<file path="src/rtl/display_scan_capture.sv">
`default_nettype none
// ============================================================================
// Module      : display_scan_capture
// Description : Receive-side monitor for a multiplexed 4-digit 7-segment bus.
//               Rebuilds the displayed hex digits from active-low anode and
//               segment lines, and flags illegal scan patterns / segment codes.
// Revision    : 1.0 - initial release
// ============================================================================
module display_scan_capture #(
    parameter int SETTLE_CYCLES  = 1,
    parameter int TIMEOUT_CYCLES = 1024
) (
    input  logic        clk,
    input  logic        rst,
    input  logic [3:0]  an,
    input  logic [6:0]  seg,
    input  logic        dp,
    output logic [15:0] digits,
    output logic [3:0]  digit_valid,
    output logic [3:0]  digit_blank,
    output logic [3:0]  dp_lit,
    output logic        frame_done,
    output logic        scan_error,
    output logic        seg_error,
    output logic        stale
);

    localparam int c_SW = $clog2(SETTLE_CYCLES + 1) + 1;
    localparam int c_TW = $clog2(TIMEOUT_CYCLES + 1) + 1;
    localparam logic [c_SW-1:0] c_SETTLE_MAX  = c_SW'(SETTLE_CYCLES);
    localparam logic [c_TW-1:0] c_TIMEOUT_MAX = c_TW'(TIMEOUT_CYCLES);

    logic [3:0]      r_an;
    logic [6:0]      r_seg;
    logic            r_dp;
    logic [11:0]     r_prev;
    logic [c_SW-1:0] r_stab;
    logic            r_done;
    logic [3:0]      r_mask;
    logic [c_TW-1:0] r_to;

    logic [15:0]     r_digits;
    logic [3:0]      r_valid;
    logic [3:0]      r_blank;
    logic [3:0]      r_dp_lit;
    logic            r_frame_done;
    logic            r_scan_error;
    logic            r_seg_error;
    logic            r_stale;

    logic            w_change;
    logic [c_SW-1:0] w_stab;
    logic            w_act;
    logic [1:0]      w_idx;
    logic            w_one;
    logic            w_multi;
    logic            w_capture;
    logic            w_hit;
    logic [3:0]      w_code;
    logic [3:0]      w_mask_new;
    logic [c_TW-1:0] w_to_next;
    logic            w_timeout;

    // Input stage: register the pins every cycle and keep last cycle's copy
    always_ff @(posedge clk) begin
        if (rst) begin
            r_an   <= 4'hF;
            r_seg  <= 7'h7F;
            r_dp   <= 1'b1;
            r_prev <= {4'hF, 7'h7F, 1'b1};
        end else begin
            r_an   <= an;
            r_seg  <= seg;
            r_dp   <= dp;
            r_prev <= {r_an, r_seg, r_dp};
        end
    end

    // Stability tracking: count includes the current cycle, so a pattern is
    // acted on in the very cycle it reaches SETTLE_CYCLES of equality
    always_comb begin
        w_change = ({r_an, r_seg, r_dp} != r_prev);
        if (w_change)
            w_stab = c_SW'(1);
        else if (r_stab >= c_SETTLE_MAX)
            w_stab = c_SETTLE_MAX;
        else
            w_stab = r_stab + c_SW'(1);
        w_act = (w_stab >= c_SETTLE_MAX) && !(r_done && !w_change);
    end

    // Anode classification: idle, single digit selected, or illegal overlap
    always_comb begin
        w_idx   = 2'd0;
        w_one   = 1'b0;
        w_multi = 1'b0;
        case (r_an)
            4'b1110: begin w_idx = 2'd0; w_one = 1'b1; end
            4'b1101: begin w_idx = 2'd1; w_one = 1'b1; end
            4'b1011: begin w_idx = 2'd2; w_one = 1'b1; end
            4'b0111: begin w_idx = 2'd3; w_one = 1'b1; end
            4'b1111: ;
            default: w_multi = 1'b1;
        endcase
    end

    // Segment decode: exact match against the active-low hex font only
    always_comb begin
        w_hit  = 1'b1;
        w_code = 4'h0;
        case (r_seg)
            7'h40: w_code = 4'h0;
            7'h79: w_code = 4'h1;
            7'h24: w_code = 4'h2;
            7'h30: w_code = 4'h3;
            7'h19: w_code = 4'h4;
            7'h12: w_code = 4'h5;
            7'h02: w_code = 4'h6;
            7'h78: w_code = 4'h7;
            7'h00: w_code = 4'h8;
            7'h10: w_code = 4'h9;
            7'h08: w_code = 4'hA;
            7'h03: w_code = 4'hB;
            7'h46: w_code = 4'hC;
            7'h21: w_code = 4'hD;
            7'h06: w_code = 4'hE;
            7'h0E: w_code = 4'hF;
            default: w_hit = 1'b0;
        endcase
    end

    // Capture, frame-mask and timeout bookkeeping
    always_comb begin
        w_capture  = w_act && w_one;
        w_mask_new = r_mask | ~r_an;
        if (w_capture)
            w_to_next = '0;
        else if (r_to == c_TIMEOUT_MAX)
            w_to_next = r_to;
        else
            w_to_next = r_to + c_TW'(1);
        w_timeout = !w_capture && (w_to_next == c_TIMEOUT_MAX);
    end

    // Output state: pulses default low; a capture always takes priority over timeout
    always_ff @(posedge clk) begin
        if (rst) begin
            r_stab       <= '0;
            r_done       <= 1'b0;
            r_mask       <= 4'h0;
            r_to         <= '0;
            r_digits     <= 16'h0000;
            r_valid      <= 4'h0;
            r_blank      <= 4'h0;
            r_dp_lit     <= 4'h0;
            r_frame_done <= 1'b0;
            r_scan_error <= 1'b0;
            r_seg_error  <= 1'b0;
            r_stale      <= 1'b0;
        end else begin
            r_stab       <= w_stab;
            r_done       <= (r_done && !w_change) || w_act;
            r_to         <= w_to_next;
            r_frame_done <= 1'b0;
            r_scan_error <= w_act && w_multi;
            r_seg_error  <= 1'b0;
            if (w_capture) begin
                r_dp_lit[w_idx] <= ~r_dp;
                r_stale         <= 1'b0;
                if (w_hit) begin
                    r_digits[{w_idx, 2'b00} +: 4] <= w_code;
                    r_valid[w_idx] <= 1'b1;
                    r_blank[w_idx] <= 1'b0;
                end else if (r_seg == 7'h7F) begin
                    r_valid[w_idx] <= 1'b0;
                    r_blank[w_idx] <= 1'b1;
                end else begin
                    r_seg_error    <= 1'b1;
                    r_valid[w_idx] <= 1'b0;
                    r_blank[w_idx] <= 1'b0;
                end
                if (w_mask_new == 4'hF) begin
                    r_frame_done <= 1'b1;
                    r_mask       <= 4'h0;
                end else begin
                    r_mask <= w_mask_new;
                end
            end else if (w_timeout) begin
                r_stale <= 1'b1;
                r_valid <= 4'h0;
                r_mask  <= 4'h0;
            end
        end
    end

    assign digits      = r_digits;
    assign digit_valid = r_valid;
    assign digit_blank = r_blank;
    assign dp_lit      = r_dp_lit;
    assign frame_done  = r_frame_done;
    assign scan_error  = r_scan_error;
    assign seg_error   = r_seg_error;
    assign stale       = r_stale;

endmodule
`default_nettype wire

</file>
<file path="config.mk">
export PLATFORM = sky130hd
export DESIGN_NAME = display_scan_capture
export DESIGN_NICKNAME = d
export VERILOG_FILES = /design/src/rtl/display_scan_capture.sv
export SDC_FILE = /design/constraint.sdc
export NUM_CORES = 1
export LEC_CHECK = 0
export CELL_PAD_IN_SITES_DETAIL_PLACEMENT = 1
export CELL_PAD_IN_SITES_GLOBAL_PLACEMENT = 2
export CORE_UTILIZATION = 34
export DETAILED_ROUTE_END_ITERATION = 10
export GPL_TIMING_DRIVEN = 0
export PLACE_DENSITY_LB_ADDON = 0.12
export SLEW_MARGIN = 20
export SYNTH_ARGS = -nofsm -noshare
export SYNTH_HDL_FRONTEND = slang
export SYNTH_SLANG_ARGS = --single-unit
</file>
<file path="constraint.sdc">
create_clock -name clk -period 2.7 [get_ports clk]
set_clock_uncertainty 0.15 [all_clocks]
set_input_delay 0.405 -clock clk [delete_from_list [all_inputs] [get_ports clk]]
set_output_delay 0.405 -clock clk [all_outputs]
set_load 0.05 [all_outputs]
</file>
==> results of run 1 <==
per-layer routing:
layer  part of all wire, %  up-vias
li1                      -     1554
met4                  0.89        0
met1                    48     1558
met2                    49       32
met5                     0        -
met3                   2.0        6
logic make-up after synthesis:
kind of cell	synth area share, %
simple gates	23.7
fa+ha+maj	3.01
buf+inv	7.82
xor+xnor	6.08
mux	4.34
flops	40.1
compound gates	15.0
final timing paths:
check | depth (start not counted) | slack [ns] | end | start
min reg2reg | 2 | 0.31 | digits[10]$_SDFFE_PP0P_ | digits[10]$_SDFFE_PP0P_
max reg2reg | 7 | 0.25 | digit_valid[0]$_SDFFE_PP0P_ | r_to[1]$_SDFF_PP0_
min | 2 | 0.31 | digits[10]$_SDFFE_PP0P_ | digits[10]$_SDFFE_PP0P_
max | 7 | 0.25 | digit_valid[0]$_SDFFE_PP0P_ | r_to[1]$_SDFF_PP0_
per-stage QoR:
step | util, % | hold slack, ns | std cells
after floorplan | - | 0.289 | 411
after global placement | 41.5 | 0.296 | 592
after detailed placement | 41.5 | 0.307 | 592
after CTS | 43.0 | 0.317 | 607
after global routing | 43.1 | 0.337 | 607
final | 43.1 | 0.313 | 607
registers in the layout (all words and copies together), names as in the netlist, named ones only:
signal       flops
r_to            12
dp_lit           4
digit_valid      4
frame_done       1
r_stab           2
r_prev          12
stale            1
r_dp             1
seg_error        1
r_an             4
r_done           1
r_mask           4
scan_error       1
digits          16
r_seg            7
layout make-up:
| type | instances | area (sq um) | share of cell area, % |
|---|---|---|---|
| Inverter | 24 | 90.1 | 1.99 |
| Sequential cell | 75 | 1500 | 33.2 |
| Clock buffer | 13 | 139 | 3.07 |
| Buffer | 31 | 203 | 4.48 |
| Clock inverter | 2 | 13.8 | 0.304 |
| Timing Repair Buffer | 45 | 450 | 9.96 |
| Multi-Input combinational cell | 281 | 1960 | 43.3 |
| Tap cell | 136 | 170 | 3.76 |
worst reg2reg max path, stage by stage, from the launching register on:
cell and delay (ns):
sky130_fd_sc_hd__dfxtp_1 0.45, sky130_fd_sc_hd__ha_1 0.30, sky130_fd_sc_hd__nand4_1 0.17, sky130_fd_sc_hd__and2b_1 0.30
sky130_fd_sc_hd__nand3_1 0.13, sky130_fd_sc_hd__o32a_1 0.36, sky130_fd_sc_hd__o22ai_1 0.33, sky130_fd_sc_hd__o311ai_1 0.13
layout by cell type (no fill, tap or decap), types with 6 or more instances in the layout:
cell                               n
sky130_fd_sc_hd__a21oi_1          15
sky130_fd_sc_hd__buf_2            13
sky130_fd_sc_hd__clkbuf_1         11
sky130_fd_sc_hd__clkbuf_8          9
sky130_fd_sc_hd__clkdlybuf4s50_1  45
sky130_fd_sc_hd__dfxtp_1          75
sky130_fd_sc_hd__ha_1              9
sky130_fd_sc_hd__inv_1            23
sky130_fd_sc_hd__mux2i_1          14
sky130_fd_sc_hd__nand2_1          36
sky130_fd_sc_hd__nand3_1          10
sky130_fd_sc_hd__nand4_1          11
sky130_fd_sc_hd__nor2_1           25
sky130_fd_sc_hd__nor3_1            8
sky130_fd_sc_hd__o21ai_0          11
sky130_fd_sc_hd__or2_2            19
sky130_fd_sc_hd__xnor2_1           6
sky130_fd_sc_hd__xor2_1           20
power breakdown:
part / leakage [nW] / total [mW] / switching (mW) / internal, mW
Sequential: 0.612 / 1.17 / 0.0265 / 1.14
Clock: 0.0775 / 0.746 / 0.415 / 0.331
Combinational: 1.01 / 0.351 / 0.212 / 0.139
Total: 1.70 / 2.26 / 0.653 / 1.61
==> impl_results.rst, run 1 <==
.. list-table::
   :header-rows: 1

   * - Metric
     - Value
   * - Outcome
     - finished clean
   * - Port-buffer cells
     - 45
   * - Warnings from Yosys
     - 0
   * - Hold buffer count at cts
     - 0
   * - Grt peak-use layer
     - met2
   * - Max-slew violation count
     - 0
   * - Proportion of synthesized chip area in sequential cells
     - 40.1%
   * - Number of vias in the routed layout
     - 3150
   * - Mapped Area
     - 3740 sq um
   * - RSZ-0062 raised after global routing
     - false
   * - I/O pins
     - 46
   * - Area leader, netlist
     - sky130_fd_sc_hd__dfxtp_1
   * - Wire length of the first global-routing pass
     - 16600 um
   * - Setup Viol. Count Final
     - 0
   * - Number of routed nets with antenna violations
     - 0
   * - Average via count per standard cell
     - 5.19
   * - Primary FF master, synth
     - sky130_fd_sc_hd__dfxtp_1
   * - Synth cell count leaders
     - sky130_fd_sc_hd__dfxtp_1, sky130_fd_sc_hd__nand2_1, sky130_fd_sc_hd__nor2_1, sky130_fd_sc_hd__inv_1, sky130_fd_sc_hd__xor2_1
   * - Met3 Resource Use GR
     - 3.28%
   * - # Max-Cap Violations
     - 0
   * - Number of unique standard cell types used by synthesis
     - 67
   * - Class of the tightest hold or removal check
     - reg2reg
   * - Clk Tree Root Cell
     - sky130_fd_sc_hd__clkbuf_8
   * - Area share of the largest cell type after synthesis
     - 40.1%
   * - Area added between synthesis and finish
     - 20.8%
   * - Via count of the first global-routing pass
     - 3318
   * - Synthesized net count
     - 434
   * - Top-count cell post-synth
     - sky130_fd_sc_hd__dfxtp_1
   * - Insertion delay of the later-clocked pin in the worst-skew pair
     - 0.35 ns
   * - Total congestion overflow after global routing
     - 0
   * - Die area
     - 11400 sq um
   * - Share of synthesized registers carrying an async set or reset
     - 0%
   * - Finished Cell Area
     - 4520 sq um
   * - Setup Buffers After CTS
     - 0
   * - Crit-path cells
     - ha_1, nand4_1, and2b_1, nand3_1, o32a_1, o22ai_1, o311ai_1
   * - Initial detailed-routing violation count
     - 78
   * - Met1 track demand over resource in global routing
     - 23.5%
   * - Maximum number of pins on one net before global-route repair
     - 12
   * - Number of detailed-route iterations in the first pass
     - 4
   * - Final period demand of the worst path
     - 2.45 ns
   * - Worst Tran Pin Value
     - 0.584 ns
   * - Layout Nets
     - 490
   * - Crit-path max cell delay
     - 0.45 ns
   * - Seq cells post-synth
     - 75
   * - TritonCTS Buffers
     - 9
   * - Average footprint of a synthesized cell
     - 9.11 sq um
   * - Tightest slew margin relative to the limit
     - 60.5%
   * - Required @ worst endpoint
     - 2.78 ns
   * - DP HPWL
     - 7030 um
   * - Detailed-route DRC error count
     - 0
   * - Top cells by area, synth
     - sky130_fd_sc_hd__dfxtp_1, sky130_fd_sc_hd__xor2_1, sky130_fd_sc_hd__mux2i_1, sky130_fd_sc_hd__nand2_1, sky130_fd_sc_hd__or2_2
   * - Std cell rows
     - 37
   * - Cells after synthesis
     - 411
   * - Sinks on Clock Net
     - 75
   * - Overall die height
     - 107 um
   * - Critical path start-end classification
     - reg2reg
   * - Pwr per Cell Area
     - 500 nW/um^2
   * - Critical-path maximum fanout
     - 8
   * - Routed len/inst
     - 15.7 um
   * - Drt total wl
     - 9560 um
   * - Kind of capture point of the worst setup path
     - flop
   * - Die boundary width
     - 107 um
   * - Worst path top cell family by delay
     - compound AO/OA/AOI/OAI gates
   * - Startpoint Class
     - flop
   * - Number of antenna violations at the first check in global routing
     - 0
   * - Layout cells sized above 1
     - 14.4%
   * - Worst setup slack after placement
     - 0.196 ns
   * - TritonCTS clock tree
     - yes
   * - Initial Utilization
     - 35.6%
   * - Antenna Cells
     - 0
   * - Routability Congestion
     - 0.797
   * - Final cycle utilization of the critical path
     - 90.8%
   * - Number of flops mapped to enable cells by yosys
     - 0
   * - H-tree levels
     - 3
   * - Aggregate global-route resource usage
     - 18.5%
   * - Worst path slowest cell
     - sky130_fd_sc_hd__dfxtp_1
   * - Dpl cell area
     - 4370 sq um
   * - Setup tns final
     - 0 ns
   * - Core Area
     - 10500 sq um
   * - Arrival time at the worst endpoint
     - 2.53 ns
   * - Crit path buf inv count
     - 0
   * - Standby leakage power
     - 1.70 nW
   * - Total Power
     - 2.26 mW
   * - Worst voltage drop across the vdd grid
     - 0.228 mV
   * - Fill cells
     - 1249
   * - Top achievable clock speed
     - 0.408 GHz
   * - Maximum buffer depth of the clock tree
     - 2
   * - Slack of the critical path
     - 0.249 ns
   * - Grt met2 use
     - 31.6%
   * - Clock transition at the registers of the reported paths
     - 0.08 ns
   * - Hold Fails Final Rpt
     - 0
   * - Count of cells resized by post-cts repair
     - 0
Power figures use the tool's default switching activity.
==> inputs of run 2 (changes only) <==
Settings changed: SLEW_MARGIN 20 to 0.
==> results of run 2 <==
No change in the layout: final DEF, timing and power equal those of run 1.
